$ cat config.mk
export PLATFORM = sky130hd
export DESIGN_NAME = rope_ctrl
export DESIGN_NICKNAME = d
export VERILOG_FILES = /design/src/rtl/rope_ctrl.sv
export SDC_FILE = /design/constraint.sdc
export NUM_CORES = 1
export LEC_CHECK = 0
export BUFFER_PORTS_ARGS = -buffer_cell sky130_fd_sc_hd__buf_2
export CAP_MARGIN = 5
export CELL_PAD_IN_SITES_DETAIL_PLACEMENT = 1
export CELL_PAD_IN_SITES_GLOBAL_PLACEMENT = 1
export CORE_MARGIN = 2
export CORE_UTILIZATION = 48
export DETAILED_ROUTE_END_ITERATION = 6
export PLACE_DENSITY = 0.86
export SLEW_MARGIN = 20
export SYNTH_ARGS = -nofsm -noshare
export SYNTH_HDL_FRONTEND = slang
export SYNTH_SLANG_ARGS = --single-unit
export TNS_END_PERCENT = 5
$ cat constraint.sdc
create_clock -name clk -period 4.5 [get_ports clk]
set_input_delay 0 -clock clk [delete_from_list [all_inputs] [get_ports clk]]
set_output_delay 0 -clock clk [all_outputs]
set_load 0.1 [all_outputs]
$ cat src/rtl/rope_ctrl.sv
// Tug-of-war rope marker: moves a one-hot LED toward the pulling player,
// latches the winner on reaching an end LED and blinks that end until cleared.
module rope_ctrl #(
  parameter int NLED      = 9,
  parameter int BLINK_DIV = 250
) (
  input  logic            clk,
  input  logic            rst,
  input  logic            winrnd_l,
  input  logic            winrnd_r,
  input  logic            clr,
  output logic [NLED-1:0] leds,
  output logic            winner_l,
  output logic            winner_r
);

  localparam int PW = $clog2(NLED);
  localparam int BW = (BLINK_DIV > 1) ? $clog2(BLINK_DIV) : 1;
  localparam logic [PW-1:0] CTR  = PW'((NLED - 1) / 2);
  localparam logic [PW-1:0] LAST = PW'(NLED - 1);
  localparam logic [BW-1:0] BMAX = BW'(BLINK_DIV - 1);

  typedef enum logic [1:0] {
    PLAY  = 2'd0,
    WIN_L = 2'd1,
    WIN_R = 2'd2
  } state_t;

  state_t          state, state_n;
  logic [PW-1:0]   pos, pos_n;
  logic [BW-1:0]   bcnt, bcnt_n;
  logic            bon, bon_n;
  logic [NLED-1:0] leds_n;

  always_ff @(posedge clk or posedge rst) begin
    if (rst) begin
      state    <= PLAY;
      pos      <= CTR;
      bcnt     <= '0;
      bon      <= 1'b1;
      leds     <= NLED'(1) << CTR;
      winner_l <= 1'b0;
      winner_r <= 1'b0;
    end else begin
      state    <= state_n;
      pos      <= pos_n;
      bcnt     <= bcnt_n;
      bon      <= bon_n;
      leds     <= leds_n;
      winner_l <= (state_n == WIN_L);
      winner_r <= (state_n == WIN_R);
    end
  end

  always_comb begin
    state_n = state;
    pos_n   = pos;
    bcnt_n  = bcnt;
    bon_n   = bon;
    case (state)
      PLAY: begin
        // Blink phase is held at its restart value so every win entry starts lit.
        bcnt_n = '0;
        bon_n  = 1'b1;
        if (clr) begin
          pos_n = CTR;
        end else if (winrnd_l && !winrnd_r) begin
          pos_n = pos + PW'(1);
          if (pos_n == LAST) state_n = WIN_L;
        end else if (winrnd_r && !winrnd_l) begin
          pos_n = pos - PW'(1);
          if (pos_n == '0) state_n = WIN_R;
        end
      end
      WIN_L, WIN_R: begin
        if (clr) begin
          state_n = PLAY;
          pos_n   = CTR;
          bcnt_n  = '0;
          bon_n   = 1'b1;
        end else if (bcnt == BMAX) begin
          bcnt_n = '0;
          bon_n  = ~bon;
        end else begin
          bcnt_n = bcnt + BW'(1);
        end
      end
      default: begin
        state_n = PLAY;
        pos_n   = CTR;
        bcnt_n  = '0;
        bon_n   = 1'b1;
      end
    endcase
  end

  // Outputs are decoded from next-state values so they register on the same edge.
  always_comb begin
    leds_n = '0;
    case (state_n)
      PLAY:    leds_n = NLED'(1) << pos_n;
      WIN_L:   leds_n[NLED-1] = bon_n;
      WIN_R:   leds_n[0] = bon_n;
      default: leds_n = '0;
    endcase
  end

endmodule
[Word-level counts from Yosys, hierarchy flattened]
Index checks and enable logic that the tools add are counted.
W data, S select, Z words.
Operators by class
  bitwise logic cells: 1
  muxes and demuxes: 21
  multiply operators: 0
  shift operators: 1
  add/sub/neg operators: 3
  reductions and logical operators: 8
  divide/modulo/power cells: 0
  magnitude comparators: 0
  equal/unequal tests: 6
Operator list (number)
  $mux W8: 3
  $mux W4: 4
  $mux W2: 6
  $shl A1 B4 Y9 const A: 1
  $add A8 B1 Y8 const B: 1
  $eq A8 B8 Y1 const B: 1
  $pmux W4 S2: 1
  $mux W7: 1
  $add A4 B1 Y4 const B: 1
  $eq A2 B1 Y1 const B: 2
  $eq A2 B2 Y1 const B: 2
  $eq A4 B4 Y1 const B: 1
  $logic_not A2 Y1: 2
  $logic_not A4 Y1: 1
  $pmux W1 S2: 2
  $pmux W2 S2: 1
  $sub A4 B1 Y4 const B: 1
  $mux W1: 3
  $logic_and A1 B1 Y1: 2
  $logic_not A1 Y1: 2
  $reduce_or A2 Y1: 1
  $not A1 Y1: 1
Storage, ports and cells
  memory bits (writable): 0
  output and inout bits: 11
  latch bits: 0
  memories: 0
  memory bits (read-only): 0
  register bits after elaboration: 26

[Depth between registers and ports, before layout]
  depth after elaboration: 9
  gate-level depth with buffers: 9
  mapped depth without buffers: 8

[Worst setup path after synthesis]
OpenSTA, ideal clock, no wires.
  kind: register to register
  start point: register state[1]
  end point: register leds[8]
  arrival time: 2.040 ns
  required time: 4.424 ns
  cell stages (with the launch flop): 9
  setup slack: 2.383 ns
  clock period less this slack: 2.117 ns
  path buffers: 1
  cell sequence: dfrtp_1 > ha_1 > buf_6 > or3_1 > a221oi_1 > a311o_2 > inv_1 > or4_1 > o21ai_1
Between the ends
  elaborated cells on any way between the ends: 17
RTL lines
  start: declaration: line 29  | state_t state, state_n;
  start signal: assignment: line 45  | state <= state_n;
  $eq A2 B1 Y1 / $eq A2 B2 Y1 (equally long branches): line 60  | case (state)
  $reduce_or A2 Y1: line 60
  $pmux W4 S2 *: line 60
  named net pos_n[2]: line 30  | logic [PW-1:0] pos, pos_n;
  $shl A1 B4 Y9 *: line 101  | PLAY: leds_n = NLED'(1) << pos_n;
  $pmux W1 S2 *: line 100  | case (state_n)
  named net leds_n[8]: line 33  | logic [NLED-1:0] leds_n;
  end signal: assignment: line 41  | leds <= NLED'(1) << CTR;
  end signal: assignment: line 49  | leds <= leds_n;
  end: declaration: line 12  | output logic [NLED-1:0] leds,
The timed path passes the listed nets; every way through them passes the cells marked *.

[Worst setup path after layout]
Same ends and word-level chain as after synthesis.

==> results.cfg <==
[timing]
tns_ps = 0
period_share_pct = 53.12
fin_worst_skew_ps = 3.930
max_freq_mhz = 418.3
tightest_slew_ps = 928.4
post-route-min-period_ps = 2390
final_hold_viol_count = 0
finalMaxSlewViolations = 0
rsz0062_at_grt = no
setup_viol = 0
slew-limit-headroom_pct = 38.04

[clock_tree]
cts_root_buf = clkbuf_4
clk_path_buf_depth = 2
cts_resized = 0
cts_inserted_buffers = 3
cts.clk_slew.worst_paths_ps = 130
cts_setup_buffers = 0
ctsHoldBuffers = 1
cts.sink_count = 26
cts_tree = yes
clock_latency_ps = 310
htreeDepth = 1

[yosys]
seq_area_frac_synth_pct = 45.40
synth_ff_type = dfrtp_1
async_flop_share_pct = 100.0
synth_edf_count = 0
synth_cell_types = 46
synth_area_sq_um = 1441
syn_nets = 157
post_synth_inst_count = 145
ys_ff_latch = 26
avgSynthCellArea_sq_um = 9.941
yosys_warnings = 0

[global_route]
grt_pass1_vias = 1146
grt_pass1_wl_mm = 5.285
grt_max_degree = 27
overflow = 0
grt_util_all_layers_pct = 19.94
antenna_found_initial = 0

[pwr]
ir_drop_mv = 0.4404
p_leak_nw = 0.7374
powerDensity_nw_per_um2 = 543.0

[critical_path]
critPathArrivalTime_ps = 2630
reg2reg_slack_ps = 2110
start_kind = flip-flop
startpoint = state[1]
reg2regPathDepth = 7
critical_path_class = reg -> reg
r2r_start = state[1]
path_max_fanout = 9
rr_endpoint = leds[8]
end_kind = flip-flop
required_ps = 4740

[min_path]
hold_path_startpoint = clr
min_path_cells = 3
hold_end = bon
hp-class = in -> reg

[status]
status = finished with violations
violations = design-rule violations

[finish]
seqCellArea_sq_um = 654.4
final-instance-count-excl-fill = 192
drive_gt1_share_pct = 18.01
fillers = 327
multiInputGateArea_sq_um = 714.4
nets = 174
syn2layout_area_growth_pct = 10.07
diodes = 0

[placed_design]
place.gp.congestion = 0.8132
port_buffers = 15
hpwl_mm = 2.391
dp_cells = 187

[die]
ioPinCount = 16
core_region_area_sq_um = 2805
core.rowCount = 19
chipHeight_um = 58.80
start_util_pct = 51.38
dieArea_sq_um = 3457
fp.dieW_um = 58.80

[routing]
vias_per_cell = 5.833
first_pass_iters = 6
postRouteWirelength_mm = 3.183
route.detailed.drc = 1
vias = 1120
drt_iter0_drc = 56
drtAntennaViolNets = 0
wl_per_cell_um = 16.58

[flow_run]
drv_cap = 0
==> worst max path at each step <==
stage | end | slack [ps] | cells after the start
after CTS | leds[8] | 2120 | 7
after global routing | leds[8] | 1950 | 7
after floorplan | leds[8] | 2380 | 8
after detailed placement | leds[8] | 2160 | 7
final | leds[8] | 2110 | 7
after global placement | leds[8] | 2160 | 7
==> cell usage after synthesis, types with 2 or more instances <==
cell       n  area share (%)
a31oi_1    2            0.87
a32o_1     2             1.4
and2_1     3             1.3
and3_1     3             1.3
buf_6      2             1.6
dfrtp_1   23              40
dfstp_2    3             5.5
ha_1       7             6.1
inv_1     10             2.6
nand2_1   11             2.9
nand2b_1   2            0.87
nand3_1    7             2.4
nor2_1    14             3.6
nor2b_1    2            0.87
nor3_1     8             2.8
nor3b_1    2             1.0
nor4_1     3             1.3
o211ai_1   2             1.0
o21ai_0    2            0.69
o21ai_1    2            0.69
xnor2_1    6             3.6
xor2_1     5             3.0
==> power breakdown <==
group	switching (W)	internal, W	leakage (nW)
clock	0.0000652	0.0000901	0.0279
sequential	0.0000375	0.000276	0.347
combinational	0.000295	0.0000977	0.362
total	0.000398	0.000464	0.737
==> metal layers <==
layer / vias to the layer above / global-route usage (%) / part of all wire, %
li1: 543 / - / -
met1: 557 / 27.05 / 47
met2: 20 / 33.97 / 49
met3: 0 / 5.055 / 3.3
met4: 0 / 0.9740 / 0
met5: - / 0 / 0
==> layout make-up <==
type / instances / share of cell area (%)
sequential: 26 / 41.25
tap: 31 / 2.445
inverter: 11 / 2.603
clock buffer: 3 / 1.420
clock inverter: 1 / 1.893
timing repair buffer: 16 / 5.363
multi-input combinational: 104 / 45.03
==> layout by cell type (no fill, tap or decap), drive strengths merged, types with 2 or more instances in the layout <==
cell type  synthesis  routed
nand3              7       7
o211ai             2       2
a31oi              2       2
xnor2              6       6
nor2              14      14
buf                3      15
and2b              2       2
and2               3       3
nor3               9       9
nor4               3       3
dfrtp             23      23
nor3b              2       2
nor2b              2       2
inv               11      11
clkbuf             1       3
nand2b             2       2
and3               3       3
ha                 7       7
xor2               5       5
dfstp              3       3
nand2             11      11
o21ai              4       4
a32o               2       2
==> metrics by stage <==
| stage | util, % | setup WS (ps) | hold slack [ps] | instance area (sq um) | total power, W |
|---|---|---|---|---|---|
| CTS | 56.56 | 2121 | 47.13 | 1587 | 0.0008661 |
| floorplan | - | 2383 | 37.79 | 1441 | 0.0006362 |
| global route | 56.56 | 1948 | 74.44 | 1587 | 0.0009049 |
| detailed placement | 54.33 | 2163 | 258.9 | 1524 | 0.0007072 |
| global placement | 54.33 | 2162 | 239.0 | 1524 | 0.0006968 |
| finish | 56.56 | 2110 | 73.96 | 1587 | 0.0008614 |
==> logic make-up after synthesis <==
kind of cell,after synthesis,synth area share (%)
mux,1,0.6945
simple gates,63,23.09
compound gates,22,13.02
flops,26,45.40
xor+xnor,11,6.684
fa+ha+maj,7,6.076
buf+inv,15,5.034
==> state kept, by name (all words and copies together) (netlist names) <==
| register | flops |
|---|---|
| bcnt | 8 |
| bon | 1 |
| leds | 9 |
| pos | 4 |
| state | 2 |
| winner_l | 1 |
| winner_r | 1 |
==> critical path: stages (launching register included) <==
cell and delay [ps]:
dfrtp_1 430, ha_1 310, or3_1 390, a221oi_1 210, a311o_2 210, inv_1 90
or4_1 480, o21ai_1 190
No activity file was read; power rests on OpenSTA's default activity.
